File: src/rtl/instruction_fetch.sv
// Instruction fetch front end: requests 32-bit words from instruction memory,
// buffers them in a small address-tagged queue and pre-decodes the head word for
// the branch facility. Vectors are descending; ISA bit k of an N-bit field is
// vector bit N-1-k, so ISA address arithmetic is plain binary arithmetic.
module instruction_fetch #(
    parameter int unsigned DEPTH = 2
) (
    input  logic        i_clk,
    input  logic        i_rst_n,
    input  logic [63:0] i_next_instr_addr,
    output logic        o_stall,
    output logic        o_mem_req,
    output logic [63:0] o_mem_addr,
    input  logic        i_mem_gnt,
    input  logic        i_mem_rvalid,
    input  logic [31:0] i_mem_rdata,
    output logic [31:0] o_instr,
    output logic [63:0] o_instr_addr,
    output logic        o_instr_valid,
    input  logic        i_instr_ready,
    output logic        o_bu_en,
    output logic        o_i_form,
    output logic        o_b_form,
    output logic        o_cond_LR,
    output logic        o_cond_CTR,
    output logic        o_cond_TAR,
    output logic        o_err_unexp_rvalid
);

    localparam int unsigned PtrW = (DEPTH > 1) ? $clog2(DEPTH) : 1;
    localparam int unsigned CntW = $clog2(DEPTH) + 1;
    localparam logic [CntW-1:0] DepthCnt = CntW'(DEPTH);
    localparam logic [63:0] InstrBytes = 64'd4;

    typedef enum logic [1:0] {
        StIdle,
        StReq,
        StWait
    } state_e;

    state_e          state_q, state_d;
    logic [63:0]     fa_q, fa_d;
    logic [63:0]     exp_q, exp_d;
    logic [63:0]     req_addr_q, req_addr_d;
    logic [63:0]     tag_q  [DEPTH];
    logic [31:0]     data_q [DEPTH];
    logic [PtrW-1:0] rd_ptr_q, wr_ptr_q;
    logic [CntW-1:0] count_q, count_d;

    logic        empty;
    logic        head_match;
    logic        consume;
    logic        pop;
    logic        push;
    logic        redirect;
    logic        gnt_fire;
    logic [63:0] head_tag;
    logic [31:0] head_data;
    logic [5:0]  opcode;
    logic [9:0]  xo;

    assign head_tag   = tag_q[rd_ptr_q];
    assign head_data  = data_q[rd_ptr_q];
    assign empty      = (count_q == '0);
    assign head_match = !empty && (head_tag == exp_q);
    assign consume    = head_match && i_instr_ready;
    // A head whose tag is not the expected address is prefetch past a taken branch.
    assign pop        = consume || (!empty && !head_match);
    assign push       = (state_q == StWait) && i_mem_rvalid;
    assign redirect   = consume && (i_next_instr_addr != (head_tag + InstrBytes));
    assign gnt_fire   = (state_q == StReq) && i_mem_gnt;
    assign count_d    = count_q + CntW'(push) - CntW'(pop);

    // Fetch address, expected address and request FSM next state.
    always_comb begin
        state_d    = state_q;
        req_addr_d = req_addr_q;
        fa_d       = fa_q;
        exp_d      = consume ? i_next_instr_addr : exp_q;

        // A request made stale by an earlier redirect must not advance fa.
        if (redirect) begin
            fa_d = i_next_instr_addr;
        end else if (gnt_fire && (req_addr_q == fa_q)) begin
            fa_d = fa_q + InstrBytes;
        end

        case (state_q)
            StIdle: begin
                if (count_q < DepthCnt) begin
                    state_d    = StReq;
                    req_addr_d = fa_d;
                end
            end
            StReq: begin
                if (i_mem_gnt) begin
                    state_d = StWait;
                end
            end
            StWait: begin
                if (i_mem_rvalid) begin
                    if (count_d < DepthCnt) begin
                        state_d    = StReq;
                        req_addr_d = fa_d;
                    end else begin
                        state_d = StIdle;
                    end
                end
            end
            default: state_d = StIdle;
        endcase
    end

    // Request FSM and address registers.
    always_ff @(posedge i_clk or negedge i_rst_n) begin
        if (!i_rst_n) begin
            state_q    <= StIdle;
            fa_q       <= '0;
            exp_q      <= '0;
            req_addr_q <= '0;
        end else begin
            state_q    <= state_d;
            fa_q       <= fa_d;
            exp_q      <= exp_d;
            req_addr_q <= req_addr_d;
        end
    end

    // Tagged instruction queue with wrap-around pointers.
    always_ff @(posedge i_clk or negedge i_rst_n) begin
        if (!i_rst_n) begin
            for (int unsigned i = 0; i < DEPTH; i++) begin
                tag_q[i]  <= '0;
                data_q[i] <= '0;
            end
            rd_ptr_q <= '0;
            wr_ptr_q <= '0;
            count_q  <= '0;
        end else begin
            if (push) begin
                tag_q[wr_ptr_q]  <= req_addr_q;
                data_q[wr_ptr_q] <= i_mem_rdata;
                wr_ptr_q         <= wr_ptr_q + PtrW'(1);
            end
            if (pop) begin
                rd_ptr_q <= rd_ptr_q + PtrW'(1);
            end
            count_q <= count_d;
        end
    end

    // Head presentation and branch-unit pre-decode.
    always_comb begin
        opcode     = head_data[31:26];
        xo         = head_data[10:1];
        o_i_form   = head_match && (opcode == 6'd18);
        o_b_form   = head_match && (opcode == 6'd16);
        o_cond_LR  = head_match && (opcode == 6'd19) && (xo == 10'd16);
        o_cond_CTR = head_match && (opcode == 6'd19) && (xo == 10'd528);
        o_cond_TAR = head_match && (opcode == 6'd19) && (xo == 10'd560);
        o_bu_en    = o_i_form || o_b_form || o_cond_LR || o_cond_CTR || o_cond_TAR;
    end

    assign o_instr            = head_data;
    assign o_instr_addr       = head_tag;
    assign o_instr_valid      = head_match;
    assign o_stall            = !consume;
    assign o_mem_req          = (state_q == StReq);
    assign o_mem_addr         = req_addr_q;
    assign o_err_unexp_rvalid = i_mem_rvalid && (state_q != StWait) && i_rst_n;

endmodule

File: config.mk
export PLATFORM = sky130hd
export DESIGN_NAME = instruction_fetch
export DESIGN_NICKNAME = d
export VERILOG_FILES = /design/src/rtl/instruction_fetch.sv
export SDC_FILE = /design/constraint.sdc
export NUM_CORES = 1
export LEC_CHECK = 0
export ABC_AREA = 0
export CAP_MARGIN = 20
export CORE_MARGIN = 2
export CORE_UTILIZATION = 62
export CTS_BUF_LIST = sky130_fd_sc_hd__clkbuf_4 sky130_fd_sc_hd__clkbuf_8 sky130_fd_sc_hd__clkbuf_16
export DETAILED_ROUTE_END_ITERATION = 8
export GPL_ROUTABILITY_DRIVEN = 1
export PLACE_DENSITY = 0.87
export SLEW_MARGIN = 20
export SYNTH_ARGS = -nofsm -noshare
export SYNTH_HDL_FRONTEND = slang
export SYNTH_SLANG_ARGS = --single-unit
File: constraint.sdc
create_clock -name i_clk -period 8.2 [get_ports i_clk]
set_input_delay 1.23 -clock i_clk [delete_from_list [all_inputs] [get_ports i_clk]]
set_output_delay 1.23 -clock i_clk [all_outputs]
set_load 0.005 [all_outputs]
==> impl_summary.md <==
Setup path
Of all nets on the critical path, the largest fanout is 78. The critical path data arrival time is 7230 ps. The capturing element type of the critical path is a flop. The startpoint of the worst-slack reg-to-reg timing path is rd_ptr_q.

The most repeated library cell on the critical path is buf_4. The critical path is of the reg -> reg type. The cell depth of the worst flop-to-flop path is 20. Setup slack on the worst reg-to-reg path comes out at 1370 ps.

On the worst path, the slowest cell contributes a delay of 1070 ps. The slowest library cell on the worst path is dfrtp_4. The startpoint class of the critical path is a flop. Traced cell by cell, the critical path runs through buf_4 -> mux2i_1 -> o22ai_1 -> a221oi_1 -> nand2_1 -> or4_1 -> nor4_1 -> a21oi_1 -> ha_1 -> inv_1 -> ha_1 -> xnor2_1 -> xnor2_1 -> o22a_1 -> or2_2 -> buf_4 -> nor3_2 -> buf_4 -> nand3b_1 -> o311ai_0. For the worst setup path, the data required time is 8600 ps. The reg-to-reg critical path endpoint is o_mem_addr[43].

Clock network
The number of clock buffers added by TritonCTS is 42. The H-tree was split into 2 levels. The clock latency of the later-clocked register in the worst-skew pair is 590 ps. Clock-pin slew was measured on the worst setup and hold paths at 60 ps. Gates resized during post-CTS repair numbered 0.

Counting along the longest clock path gives a buffer depth of 3. The number of setup buffers added after CTS is 0. The count of hold buffers inserted by post-cts repair is 0.

CTS saw 390 sinks. TritonCTS built the clock tree. In this run the clock root is driven by a clkbuf_16.

Timing
Across the routed clock network, the largest skew measured is 16.4 ps. The final max-slew violation count is 0. The final worst-path cycle share is 83.3%.

The maximum operating frequency is 146 MHz. Setup violations remaining at the end of the flow were counted as 0. For the pin with the worst max-slew slack, the measured transition is 1110 ps. The final setup TNS is 0 ps. The worst relative slew slack is 25.6%. The final hold slack is 506 ps. Setup repair after global routing left no endpoint under its margin. The time the final worst path needs with I/O delays and setup is 6830 ps. The number of failing hold endpoints at the final stage is 0.

Placement
The instance area after placement is 26400 µm². The congestion estimate from routability-driven global placement came to 1.09. In this run the tool buffered the top-level ports with 270 buffer cells.

The HPWL after detailed placement is 65400 µm.

Logic synthesis
The xor and xnor area share after synthesis is 9.88%. The total number of yosys warnings is 0. In the synthesized netlist the dominant register cell turns out to be dfrtp_1.

Synthesis inferred 390 register bits. The synthesized netlist devotes 15.2% of its cell area to simple gates. When the netlist entered floorplanning its net count stood at 2294. The synthesized netlist devotes 7.56% of its cell area to compound gates.

The share of flip-flops with an asynchronous set or reset is 100%. The count of flip-flops with a built-in enable after synthesis is 0. After synthesis, flip-flops and latches occupy 41.8% of the total area. Of the total synthesized cell area, the portion taken by full adders, half adders and majority gates is 0.215%. The post-synthesis cell count is 2189. The combinational family with the most area after synthesis is multiplexers. The cell area that synthesis handed to floorplanning was 23300 µm².

After synthesis, the netlist uses 90 different library cells. After synthesis, the mean cell area works out to 10.7 µm². In the synthesized netlist, mux cells make up 21.0% of the area.

Drt
The detailed router's first-iteration violation count is 2559. After detailed routing, the average wire length per cell comes to 30.4 µm. After detailed routing, the number of vias per cell comes to 6.91. The routed design uses 10400 µm of met3 wire. Wire segments on met2 add up to 41100 µm in the final route.

The DRC violation count after routing is 0. The first detailed-routing pass took 6 iterations. Wires add up to 89600 µm. The count of nets left with antenna violations once routing finished came out at 0. The length of routed wiring on met1 is 32900 µm. After detailed routing, no signal wire sits above met5.

Detailed routing inserted a total of 20393 vias.

Finish
The final cell utilization of the core is 74.8%. After the last flow step, the layout net total stands at 2551. The most frequent standard cell in the layout excluding fill and tap cells is dfrtp_1. Cells with a size suffix above 1 make up 20.0% of the layout.

The final instance area is 27900 µm². In the layout the commonest cells are dfrtp_1, mux2_2, clkdlybuf4s50_1, nand2_1, xnor2_1. The area overhead of the layout relative to synthesis is 19.6%.

Floorplan
The width of the die is 198 µm. The area inside the core boundary is 37300 µm². The floorplan step defined a die boundary enclosing 39200 µm². The row count is 71. The initial standard-cell utilization of the core is 62.5%. The die height is 198 µm. In this run the count of I/O pins placed on the die edge is 271.

Status
The run finished with clean final reports.

Min path
Along the worst hold path, the cell count comes to 1. The path class of the lowest-slack min-delay path is reg -> reg. The worst hold path terminates at data_q[3]. The launch point of the worst hold path is data_q[3].

Global route
The number of antenna violations at the first check in global routing was 5. The largest net degree at the start of global routing is 174. The total track usage is 45.8%. The via count of the first global-routing pass is 20446. The first global-routing pass estimated 132000 µm of wire.

After global routing the overflow that remains totals 0.

Power and ir drop
The static leakage is 0.0121 µW. The overall power of the completed layout is 10000 µW. For this design the ratio of total power to cell area is 360 nW/µm². The worst-case IR drop observed on VDD is 0.000296 V.

Job
Max-cap violations in this run came to 0.
## where the power goes
part	total (µW)	switching, µW	internal, µW
Combinational	4740	2530	2220
Clock	1990	822	1170
Sequential	3310	792	2510
Total	10000	4140	5900
## flip-flops by register name, indices dropped and copies added (netlist names), 2 cells and up
signal      count
state_q         2
exp_q          64
fa_q           64
data_q         64
count_q         2
o_mem_addr     64
tag_q         128
## per-stage QoR
step	setup slack, ps	instances
global placement	1900	2875
detailed placement	1710	2875
floorplan	3240	2189
finish	1370	2953
global route	1210	2949
CTS	1580	2948
## worst max-delay path by stage
stage,depth (start not counted),slack (ps),start,endpoint
finish,20,1370,rd_ptr_q,o_mem_addr[43]
global route,20,1210,rd_ptr_q,o_mem_addr[43]
CTS,11,1580,rd_ptr_q,o_cond_LR
detailed placement,20,1710,rd_ptr_q,o_mem_addr[43]
global placement,18,1900,rd_ptr_q,o_mem_addr[15]
floorplan,24,3240,rd_ptr_q,o_mem_addr[45]
## layout make-up
type / instances / area, µm²
fill: 2385 / 9420
timing repair buffer: 302 / 2990
tap: 474 / 593
antenna: 4 / 10.0
clock inverter: 11 / 130
multi-input combinational: 1580 / 12600
inverter: 130 / 488
sequential: 390 / 9760
clock buffer: 62 / 1310
## worst max-delay path: cells and delay by family (launching register included)
family / cells / cell delay, ps
buffers and inverters: 4 / 1500
and+or+nand+nor: 6 / 1380
DFF: 1 / 1070
AOI/OAI and AO/OA: 5 / 1060
muxes: 1 / 680
adders and majority gates: 2 / 490
xor gates and xnor gates: 2 / 380
## synth_stat cells (all sizes together), types with 8 or more instances
cell type / count / share of area, %
dfrtp: 390 / 42
nand3b: 36 / 1.2
xor2: 102 / 3.8
clkbuf: 43 / 0.69
and4: 11 / 0.41
xnor2: 161 / 6.0
a22oi: 17 / 0.63
o311ai: 12 / 0.45
a211oi: 11 / 0.35
a31oi: 11 / 0.30
nor2: 73 / 1.2
a21oi: 28 / 0.62
mux2: 345 / 17
mux2i: 78 / 3.6
buf: 46 / 1.5
and2: 8 / 0.21
and3: 18 / 0.48
nand2b: 16 / 0.43
nor3: 32 / 0.71
nand4: 68 / 1.9
o221ai: 48 / 1.8
nor4: 52 / 1.5
nand2: 206 / 3.3
inv: 130 / 2.1
o21ai: 23 / 0.51
nand4b: 19 / 0.71
nand3: 78 / 1.7
or3: 11 / 0.30
or4: 8 / 0.27
## routing by layer
metal | vias up | GRT usage [%]
li1 | 8451 | -
met1 | 10082 | 57.1
met2 | 1527 | 72.9
met3 | 327 | 13.1
met4 | 6 | 23.2
met5 | - | 0
## kinds of logic (layout without fill, tap and decap cells)
group,count (synthesis),after routing
AOI/OAI and AO/OA,226,226
adders and majority gates,4,4
other,0,4
and+or+nand+nor,664,664
muxes,423,423
DFF,390,390
xor gates and xnor gates,263,263
buffers and inverters,219,505
(Power assumes the default switching activity.)
==> patch: new RTL, same settings <==
Set the parameter `DEPTH` to 1 (it was 2).
--- a/src/rtl/instruction_fetch.sv
+++ b/src/rtl/instruction_fetch.sv
@@ -3,7 +3,7 @@
 // the branch facility. Vectors are descending; ISA bit k of an N-bit field is
 // vector bit N-1-k, so ISA address arithmetic is plain binary arithmetic.
 module instruction_fetch #(
-    parameter int unsigned DEPTH = 2
+    parameter int unsigned DEPTH = 1
 ) (
     input  logic        i_clk,
     input  logic        i_rst_n,
Formal check against the unedited RTL: not equivalent (Yosys sat finds a counterexample within 4 cycles, from zero or initial values and one cycle with i_rst_n low).
==> patch against the unedited design <==
- die area shrank 28%
- sequential power shrank 47%
- first-iteration DRC count shrank 40%
- final area shrank 26%
- sequential cell count shrank 98
- register-to-register slack gained 1400 ps
- count of clock-buffer cells in the layout shrank 14
- final cell count shrank 28%
- maximum frequency grew 23%
- synthesized area shrank 29%
- power shrank 57%
- routed wire length shrank 35%
- worst setup slack gained 1300 ps
- combinational power shrank 78%
- critical path type is now reg2out
- largest cell class unchanged
- largest power group is now sequential cells
- highest routed layer is now met4
==> patch: results (changes against the unedited design) <==
<table>
<tr><th>Metric</th><th>Value</th></tr>
<tr><th colspan="2">Run status</th></tr>
<tr><td>Result of the run</td><td>completed</td></tr>
<tr><th colspan="2">Placement</th></tr>
<tr><td>Detail Placement HPWL</td><td>43.16 mm (-34%)</td></tr>
<tr><td>Gp weighted congestion</td><td>1.067 (-1.7%)</td></tr>
<tr><td>Worst slack after detailed placement</td><td>2891 ps (+1185 ps)</td></tr>
<tr><th colspan="2">Worst setup path</th></tr>
<tr><td>Launch instance of the worst register-to-register path</td><td>tag_q[7]</td></tr>
<tr><td>Cell with the biggest individual delay on the critical path</td><td>sky130_fd_sc_hd__a2111oi_0</td></tr>
<tr><td>Critical R2R Capture</td><td>fa_q[63]</td></tr>
<tr><td>Signal arrival time at the worst endpoint</td><td>4330 ps (-2900 ps)</td></tr>
<tr><td>Cell count of the worst reg-to-reg path</td><td>10 (-50%)</td></tr>
<tr><th colspan="2">Pwr</th></tr>
<tr><td>Static Leak</td><td>9.175 nW (-24%)</td></tr>
<tr><td>Power consumed by combinational cells</td><td>0.00104 W (-78%)</td></tr>
<tr><th colspan="2">Global routing</th></tr>
<tr><td>GR met3 Demand/Resource</td><td>0.07969 (-0.05112)</td></tr>
<tr><td>Pin count of the biggest net entering global routing</td><td>149 (-14%)</td></tr>
<tr><td>Overall global routing resource usage</td><td>0.4098 (-0.04784)</td></tr>
<tr><th colspan="2">Layout</th></tr>
<tr><td>Antenna diode count</td><td>0 (-4)</td></tr>
<tr><td>Net count of the finished layout</td><td>1867 (-27%)</td></tr>
<tr><td>Proportion of layout cells with a drive suffix above 1</td><td>0.1877 (-0.01232)</td></tr>
<tr><th colspan="2">Min path</th></tr>
<tr><td>End point of the worst hold path</td><td>data_q[14]</td></tr>
<tr><th colspan="2">CTS</th></tr>
<tr><td>Number of clock buffers inserted by TritonCTS</td><td>34 (-19%)</td></tr>
<tr><th colspan="2">STA</th></tr>
<tr><td>Final worst slack</td><td>2637 ps (+1266 ps)</td></tr>
<tr><td>Hold WS</td><td>508.9 ps (+3.020 ps)</td></tr>
<tr><th colspan="2">Detailed routing</th></tr>
<tr><td>Post-Route M1 WL</td><td>23.11 mm (-30%)</td></tr>
<tr><td>Met2 routed wirelength</td><td>26.83 mm (-35%)</td></tr>
<tr><th colspan="2">Synth</th></tr>
<tr><td>Total nets after synthesis</td><td>1625 (-29%)</td></tr>
<tr><td>Area share of xor/xnor cells in the synthesized design</td><td>0.1340 (+0.03524)</td></tr>
</table>
## patch: cell count changes after synthesis, sizes merged, moves of 27 or more
cell    change
nand3b     -31
inv        -88
nand2     -111
mux2       -98
dfrtp      -98
mux2i      -65
buf        -27
o221ai     -47
## patch: worst max-delay path: cells and delay by family (launching register included)
family	cells	cell delay [ps]
AO/OA/AOI/OAI	2	1110
AND/OR/NAND/NOR	5	840
flip-flops	1	510
buffers and inverters	3	860
XOR/XNOR	1	480
## patch: layout make-up
| type | count | share of cell area |
|---|---|---|
| Clock inverter | 9 | 0.004367 |
| Tap cell | 341 | 0.02068 |
| Sequential cell | 292 | 0.3542 |
| Inverter | 42 | 0.007641 |
| Multi-Input combinational cell | 1111 | 0.4279 |
| Timing Repair Buffer | 283 | 0.1366 |
| Clock buffer | 48 | 0.04870 |
